<file path="src/rtl/image_ram_bridge.sv">
// ---------------------------------------------------------------------------
// image_ram_bridge
//
// Responder end of the MCU<->FPGA image-transfer protocol. A load phase takes
// IMAGE_SIZE pixel bytes from the MCU receive stream and writes them to RAM
// addresses 0..IMAGE_SIZE-1. A read phase streams the same addresses back to
// the MCU, in ascending order.
//
// Optional feature: define BRIDGE_CHECKSUM_EN to enable the 16-bit running
// phase checksum. When the macro is undefined, checksum is tied to 0 and no
// adder is built.
//
// Ports
//   clk, rst          clock (rising edge), asynchronous active-low reset
//   ld_start/rd_start one-cycle start pulses from the sequencer
//   ld_done/rd_done   one-cycle phase-complete pulses
//   busy              high whenever the FSM is not in IDLE
//   start_err         one-cycle pulse when a start is rejected or conflicts
//   rx_data/valid/ready   MCU -> bridge pixel stream
//   tx_data/valid/ready   bridge -> MCU pixel stream
//   ram_addr/wdata/we     single-port RAM request side
//   ram_rdata             RAM read data, one cycle after ram_addr
//   checksum              running phase checksum
//   state_dbg             current FSM state, for observation only
//
// Handshake rule, both streams: a byte moves on a rising edge where valid and
// ready are both high. Once raised, valid stays high and data stays stable
// until that edge. ready does not wait on valid.
// ---------------------------------------------------------------------------
module image_ram_bridge #(
  parameter int IMAGEX           = 0,
  parameter int IMAGEY           = 0,
  // If the image dimensions are left at 0, the design falls back to a legal
  // single-pixel size and a 1-bit address. This keeps every vector width
  // positive.
  parameter int IMAGE_SIZE       = (IMAGEX * IMAGEY > 0) ? IMAGEX * IMAGEY : 1,
  parameter int IMAGE_ADDR_WIDTH = (IMAGE_SIZE > 1) ? $clog2(IMAGE_SIZE) : 1,
  parameter int RGB_SIZE         = 8
) (
  input  logic                        clk,
  input  logic                        rst,
  input  logic                        ld_start,
  input  logic                        rd_start,
  output logic                        ld_done,
  output logic                        rd_done,
  output logic                        busy,
  output logic                        start_err,
  input  logic [RGB_SIZE-1:0]         rx_data,
  input  logic                        rx_valid,
  output logic                        rx_ready,
  output logic [RGB_SIZE-1:0]         tx_data,
  output logic                        tx_valid,
  input  logic                        tx_ready,
  output logic [IMAGE_ADDR_WIDTH-1:0] ram_addr,
  output logic [RGB_SIZE-1:0]         ram_wdata,
  output logic                        ram_we,
  input  logic [RGB_SIZE-1:0]         ram_rdata,
  output logic [15:0]                 checksum,
  output logic [2:0]                  state_dbg
);

  typedef enum logic [2:0] {
    S_IDLE      = 3'd0,
    S_LOAD      = 3'd1,
    S_LOAD_DONE = 3'd2,
    S_RD_ISSUE  = 3'd3,
    S_RD_WAIT   = 3'd4,
    S_RD_HOLD   = 3'd5,
    S_RD_DONE   = 3'd6
  } state_t;

  // The last pixel index ends a phase. This holds even when the address bus
  // is wider than the image needs, so cnt never wraps.
  localparam logic [IMAGE_ADDR_WIDTH-1:0] LAST = IMAGE_ADDR_WIDTH'(IMAGE_SIZE - 1);

  state_t                      state;
  logic [IMAGE_ADDR_WIDTH-1:0] cnt;

  assign busy      = (state != S_IDLE);
  assign rx_ready  = (state == S_LOAD);
  assign state_dbg = state;

  always_ff @(posedge clk or negedge rst) begin
    if (!rst) begin
      state     <= S_IDLE;
      cnt       <= '0;
      ram_addr  <= '0;
      ram_wdata <= '0;
      ram_we    <= 1'b0;
      tx_data   <= '0;
      tx_valid  <= 1'b0;
      ld_done   <= 1'b0;
      rd_done   <= 1'b0;
      start_err <= 1'b0;
    end else begin
      ram_we    <= 1'b0;
      ld_done   <= 1'b0;
      rd_done   <= 1'b0;
      // In IDLE, only a simultaneous request is an error; load wins it.
      // In any other state, every start request is refused.
      start_err <= (state == S_IDLE) ? (ld_start && rd_start) : (ld_start || rd_start);

      case (state)
        S_IDLE: begin
          if (ld_start) begin
            state <= S_LOAD;
            cnt   <= '0;
          end else if (rd_start) begin
            // Address 0 goes out during RD_ISSUE, so its data is back in RD_WAIT.
            state    <= S_RD_ISSUE;
            cnt      <= '0;
            ram_addr <= '0;
          end
        end

        S_LOAD: begin
          if (rx_valid) begin
            ram_we    <= 1'b1;
            ram_addr  <= cnt;
            ram_wdata <= rx_data;
            if (cnt == LAST) begin
              state   <= S_LOAD_DONE;
              ld_done <= 1'b1;
            end else begin
              cnt <= cnt + 1'b1;
            end
          end
        end

        S_LOAD_DONE: state <= S_IDLE;

        S_RD_ISSUE: begin
          ram_addr <= cnt;
          state    <= S_RD_WAIT;
        end

        S_RD_WAIT: begin
          tx_data  <= ram_rdata;
          tx_valid <= 1'b1;
          state    <= S_RD_HOLD;
        end

        S_RD_HOLD: begin
          if (tx_ready) begin
            tx_valid <= 1'b0;
            if (cnt == LAST) begin
              state   <= S_RD_DONE;
              rd_done <= 1'b1;
            end else begin
              cnt      <= cnt + 1'b1;
              ram_addr <= cnt + 1'b1;
              state    <= S_RD_ISSUE;
            end
          end
        end

        S_RD_DONE: state <= S_IDLE;

        default: state <= S_IDLE;
      endcase
    end
  end

`ifdef BRIDGE_CHECKSUM_EN
  logic [15:0] csum;

  always_ff @(posedge clk or negedge rst) begin
    if (!rst) begin
      csum <= 16'h0;
    end else if (state == S_IDLE && (ld_start || rd_start)) begin
      csum <= 16'h0;
    end else if (state == S_LOAD && rx_valid) begin
      csum <= csum + 16'(rx_data);
    end else if (state == S_RD_HOLD && tx_valid && tx_ready) begin
      csum <= csum + 16'(tx_data);
    end
  end

  assign checksum = csum;
`else
  assign checksum = 16'h0;
`endif

endmodule

</file>
<file path="config.mk">
export PLATFORM = sky130hd
export DESIGN_NAME = image_ram_bridge
export DESIGN_NICKNAME = d
export VERILOG_FILES = /design/src/rtl/image_ram_bridge.sv
export SDC_FILE = /design/constraint.sdc
export NUM_CORES = 1
export LEC_CHECK = 0
export CORE_UTILIZATION = 40
export DETAILED_ROUTE_END_ITERATION = 16
export HOLD_SLACK_MARGIN = 0.08
export PLACE_DENSITY = 0.95
export SYNTH_ARGS = -nofsm -noshare
export SYNTH_HDL_FRONTEND = slang
export SYNTH_SLANG_ARGS = --single-unit
</file>
<file path="constraint.sdc">
create_clock -name clk -period 2.3 [get_ports clk]
set_clock_uncertainty 0.05 [all_clocks]
set_input_delay 0.46 -clock clk [delete_from_list [all_inputs] [get_ports clk]]
set_output_delay 0.46 -clock clk [all_outputs]
set_load 0.01 [all_outputs]
</file>
======== Word-level counts from Yosys, hierarchy flattened ========
Index checks and enable logic that the tools add are counted.
word-level totals
  flip-flop bits (word level) ............. 26
  bits of input ports ..................... 22
  word-level logic and storage cells ...... 62
cells by class
  add/sub/neg operators ................... 1
  equality and inequality tests ........... 11
  multiplexer cells ....................... 28
  reduce and logical (&&, ||, !) cells .... 12
operator list
  cell                   count
  $mux W1                18
  $mux W3                6
  $pmux W3 S5            1
  $ne A2 B2 Y1 const B   6
  $reduce_and A4 Y1      2
  $eq A3 B3 Y1 const B   2
  $reduce_and A6 Y1      1
  $reduce_bool A3 Y1     2
  $pmux W1 S4            1
  $reduce_and A2 Y1      2
  $reduce_bool A4 Y1     1
  $eq A3 B1 Y1 const B   1
  $eq A3 B2 Y1 const B   1
  $logic_not A3 Y1       1
  $ne A3 B3 Y1 const B   1
  $pmux W1 S3            1
  $pmux W1 S2            1
  $reduce_bool A2 Y1     1
  $add A1 B1 Y1 const B  1
  $logic_and A1 B1 Y1    1
  $logic_or A1 B1 Y1     1

======== Depth between registers and ports, before layout ========
Gate-level depths: netlist of the first run.
  depth in word-level cells ............... 4
  gate-level depth with buffers ........... 3
  mapped depth without buffers ............ 2

======== Least setup slack after synthesis of the first run ========
OpenSTA, ideal clock, no wires.
  path kind ............................... reg2out
  start ................................... register state[0], in the netlist state_dbg[0]
  end ..................................... output rx_ready
  arrival time ............................ 1.015 ns
  data required time ...................... 1.790 ns
  path slack .............................. 0.775 ns
  cell stages (with the launch flop) ...... 3
  path buffers ............................ 1
  path through ............................ dfrtp_1 buf_2 nor3b_1
on the way
  cells in the longest elaborated chain, start to end .. 1
RTL lines
  what                    line  RTL
  start, declared         76    state_t state;
  start signal, assigned  85    state <= S_IDLE;
  start signal, assigned  106   state <= S_LOAD;
  start signal, assigned  110   state <= S_RD_ISSUE;
  $eq A3 B1 Y1            80    assign rx_ready = (state == S_LOAD);
  end, declared           50    output logic rx_ready,
Every way passes these cells.

======== Worst setup path after layout of the first run ========
  start ................................... register state[2], in the netlist state_dbg[2]
  end ..................................... output busy
on the way
  cells in the longest elaborated chain, start to end .. 1
RTL lines
  what                line  RTL
  $reduce_bool A3 Y1  79    assign busy = (state != S_IDLE);
  end, declared       46    output logic busy,
Every way passes these cells.

==> out/qor.txt, run 1 <==
Die area: 3050 um2
Seq. cell area: 603 um2
Cells after Synth: 85
Main flop type after synthesis: dfrtp_1
Sequential Power Share: 37.9%
#FFs+latches synth: 24
Via-per-instance ratio: 4.76
Final cell count without fillers: 164
Mapped Area: 1130 um2
Clock transition at path regs: 0.13 ns
Io pins: 65
Mapped Avg Cell Area: 13.3 um2
RSZ-0062 raised after global routing: no
Ys Warns: 0
Die width: 55.2 um
P_sw: 639 uW
Asr flop ratio synth: 100%
Root Driver: clkbuf_4
Number of synthesized flops with an enable pin: 0
Yosys cell types: 27
DP HPWL: 1760 um
Post-CTS resize count: 1
DRC Markers: 0
CP Class: reg2out
Hold-fix buffers at CTS: 0
Drt first-iter violations: 2
Max_cap viols: 0
Final setup viols: 0
Internal Power: 1.36 mW
Share of the synthesized area in the top cell type: 53.0%
R2R setup slack: 0.62 ns
Num CTS Buffers: 3
Min setup slack post-route: 0.0678 ns
Clk Latency, worst-skew pair: 0.31 ns
Crit start category: flip-flop
H-tree level count: 1
Hold Path Class: in2async
Core Util, Final: 62.8%
Net Sw Frac: 32.0%
Initial core utilization: 44.1%
Min cycle time layout: 2.23 ns
Initial antenna violation count: 0
Status: finished clean
Comb pwr share: 51.1%
Post-CTS Setup Inserts: 0
Average routed wire per standard cell: 13.8 um
CORE AREA: 2570 um2
Clock power frac: 11.0%
Multi-input gate area: 428 um2
Max-slew violation count: 0
Final count of hold timing violations: 0
Leak Pwr: 0.689 nW
RR Endpoint: tx_data[2]
Die height: 55.2 um
Gr ovfl total: 0
Site Rows: 18
Pre-CTS setup slack: 0.354 ns
Register area share after synthesis: 53.0%
Share of cells above drive strength 1: 24.6%
Post-synth top area cell: dfrtp_1
Final nets: 157
Largest net degree at the start of global routing: 25
Gr usage total: 15.8%
Routed wire length: 2260 um
GPL Wtd Cong: 0.745
Clk buf depth: 2
Critical Path Fanout Max: 14
R2R Path Start: state_dbg[1]
First-pass GRT wire length: 3730 um
Post-DRT Antenna Nets: 0
CTS Sinks: 24
PD cells: 1240 nW/um2
Setup TNS: 0 ns
Synth cell count leaders: dfrtp_1 (24), buf_4 (18), mux2_2 (16)
Area growth syn-to-layout: 42.3%
Drt pass-1 iters: 2
Port bufs: 48
Cell with the most instances after synthesis: dfrtp_1
Period utilization: 97.1%
Worst Setup End Kind: output pin
Vias: 780
Critical Path AT: 1.72 ns
N_diodes: 0
CTS tree: built
Data required, critical path: 1.79 ns
Fill cell count: 205
Ranking of synthesized cells by area: dfrtp_1 (53%), mux2_2 (16%), buf_4 (12%)
R2R depth: 3
Placed Cells: 160
Vias in the first global route: 765
Achievable Freq: 0.448 GHz
Peak supply drop: 0.841 mV
[worst max-delay path, cell delays in order (launching register included)]
cell,delay [ns]
dfrtp_2,0.52
or3_4,0.42
clkdlybuf4s50_1,0.48
[cell usage in the layout, fill, tap and decap left out, types with 2 or more instances in the layout]
master           count
mux2_2              16
dfrtp_1             22
dfrtp_2              2
buf_4                3
nand2_1              2
clkdlybuf4s50_1     48
clkbuf_4             3
nand2b_1             2
conb_1              16
[layer usage]
metal / global-route usage [%] / part of all wire (%)
met3: 7.03 / 8.9
met1: 18.0 / 41
met4: 6.07 / 1.6
met5: 0 / 0
met2: 26.0 / 49
[how the worst max path moves through the flow]
stage,cells past startpoint,startpoint,endpoint,slack [ns]
2_1_floorplan,2,state_dbg[0],rx_ready,0.77
3_3_place_gp,2,state_dbg[2],busy,0.38
3_5_place_dp,3,rx_valid,ram_wdata[6],0.35
4_1_cts,2,state_dbg[2],busy,0.05
5_1_grt,2,state_dbg[2],busy,0.01
6_report,2,state_dbg[2],busy,0.07
[state kept, by name, indices dropped and copies added, names as in the netlist]
signal / count
ram_wdata: 8
tx_data: 8
state_dbg: 3
ld_done: 1
ram_addr: 1
rd_done: 1
start_err: 1
tx_valid: 1
[cell type report]
cell class              instances  share of cell area, %
repair buffers                 51                   31.2
clock buffers                   4                   2.25
multi-input cells              54                   26.6
flip-flops and latches         24                   37.4
inverters                       1                  0.233
well taps                      30                   2.33
[kinds of logic after synthesis]
kind of cell | synth area share (%)
compound gates | 6.19
fa+ha+maj | 0.994
buf+inv | 14.1
flops | 53.0
mux | 15.9
other cells | 0.331
simple gates | 9.39
[metrics by stage]
step,power (mW),hold slack [ns],instance area [um2]
6_report,2.00,0.433,1610
5_1_grt,2.12,0.449,1610
4_1_cts,2.02,0.430,1610
3_5_place_dp,1.79,0.426,1570
3_3_place_gp,1.74,0.436,1570
2_1_floorplan,1.27,0.114,1190
[power groups by stage]
| stage | registers [mW] | clock network, mW | logic, mW |
|---|---|---|---|
| detailed placement | 0.765 | 0 | 1.03 |
| global route | 0.787 | 0.242 | 1.09 |
| finish | 0.756 | 0.220 | 1.02 |
| global placement | 0.750 | 0 | 0.994 |
| floorplan | 0.816 | 0 | 0.456 |
| CTS | 0.755 | 0.232 | 1.03 |
Power figures use the tool's default switching activity.
==> run 2: changes to the inputs <==
--- a/config.mk
+++ b/config.mk
@@ -9,6 +9,8 @@
 export DETAILED_ROUTE_END_ITERATION = 16
 export HOLD_SLACK_MARGIN = 0.08
 export PLACE_DENSITY = 0.95
+export SKIP_LAST_GASP = 1
+export SLEW_MARGIN = 25
 export SYNTH_ARGS = -nofsm -noshare
 export SYNTH_HDL_FRONTEND = slang
 export SYNTH_SLANG_ARGS = --single-unit
==> results of run 2 <==
No change in the layout: final DEF, timing and power equal those of run 1.
==> run 3: changes to the inputs <==
--- a/config.mk
+++ b/config.mk
@@ -5,6 +5,7 @@
 export SDC_FILE = /design/constraint.sdc
 export NUM_CORES = 1
 export LEC_CHECK = 0
+export CAP_MARGIN = 10
 export CORE_UTILIZATION = 40
 export DETAILED_ROUTE_END_ITERATION = 16
 export HOLD_SLACK_MARGIN = 0.08
==> results of run 3 <==
No change in the layout: final DEF, timing and power equal those of run 1.
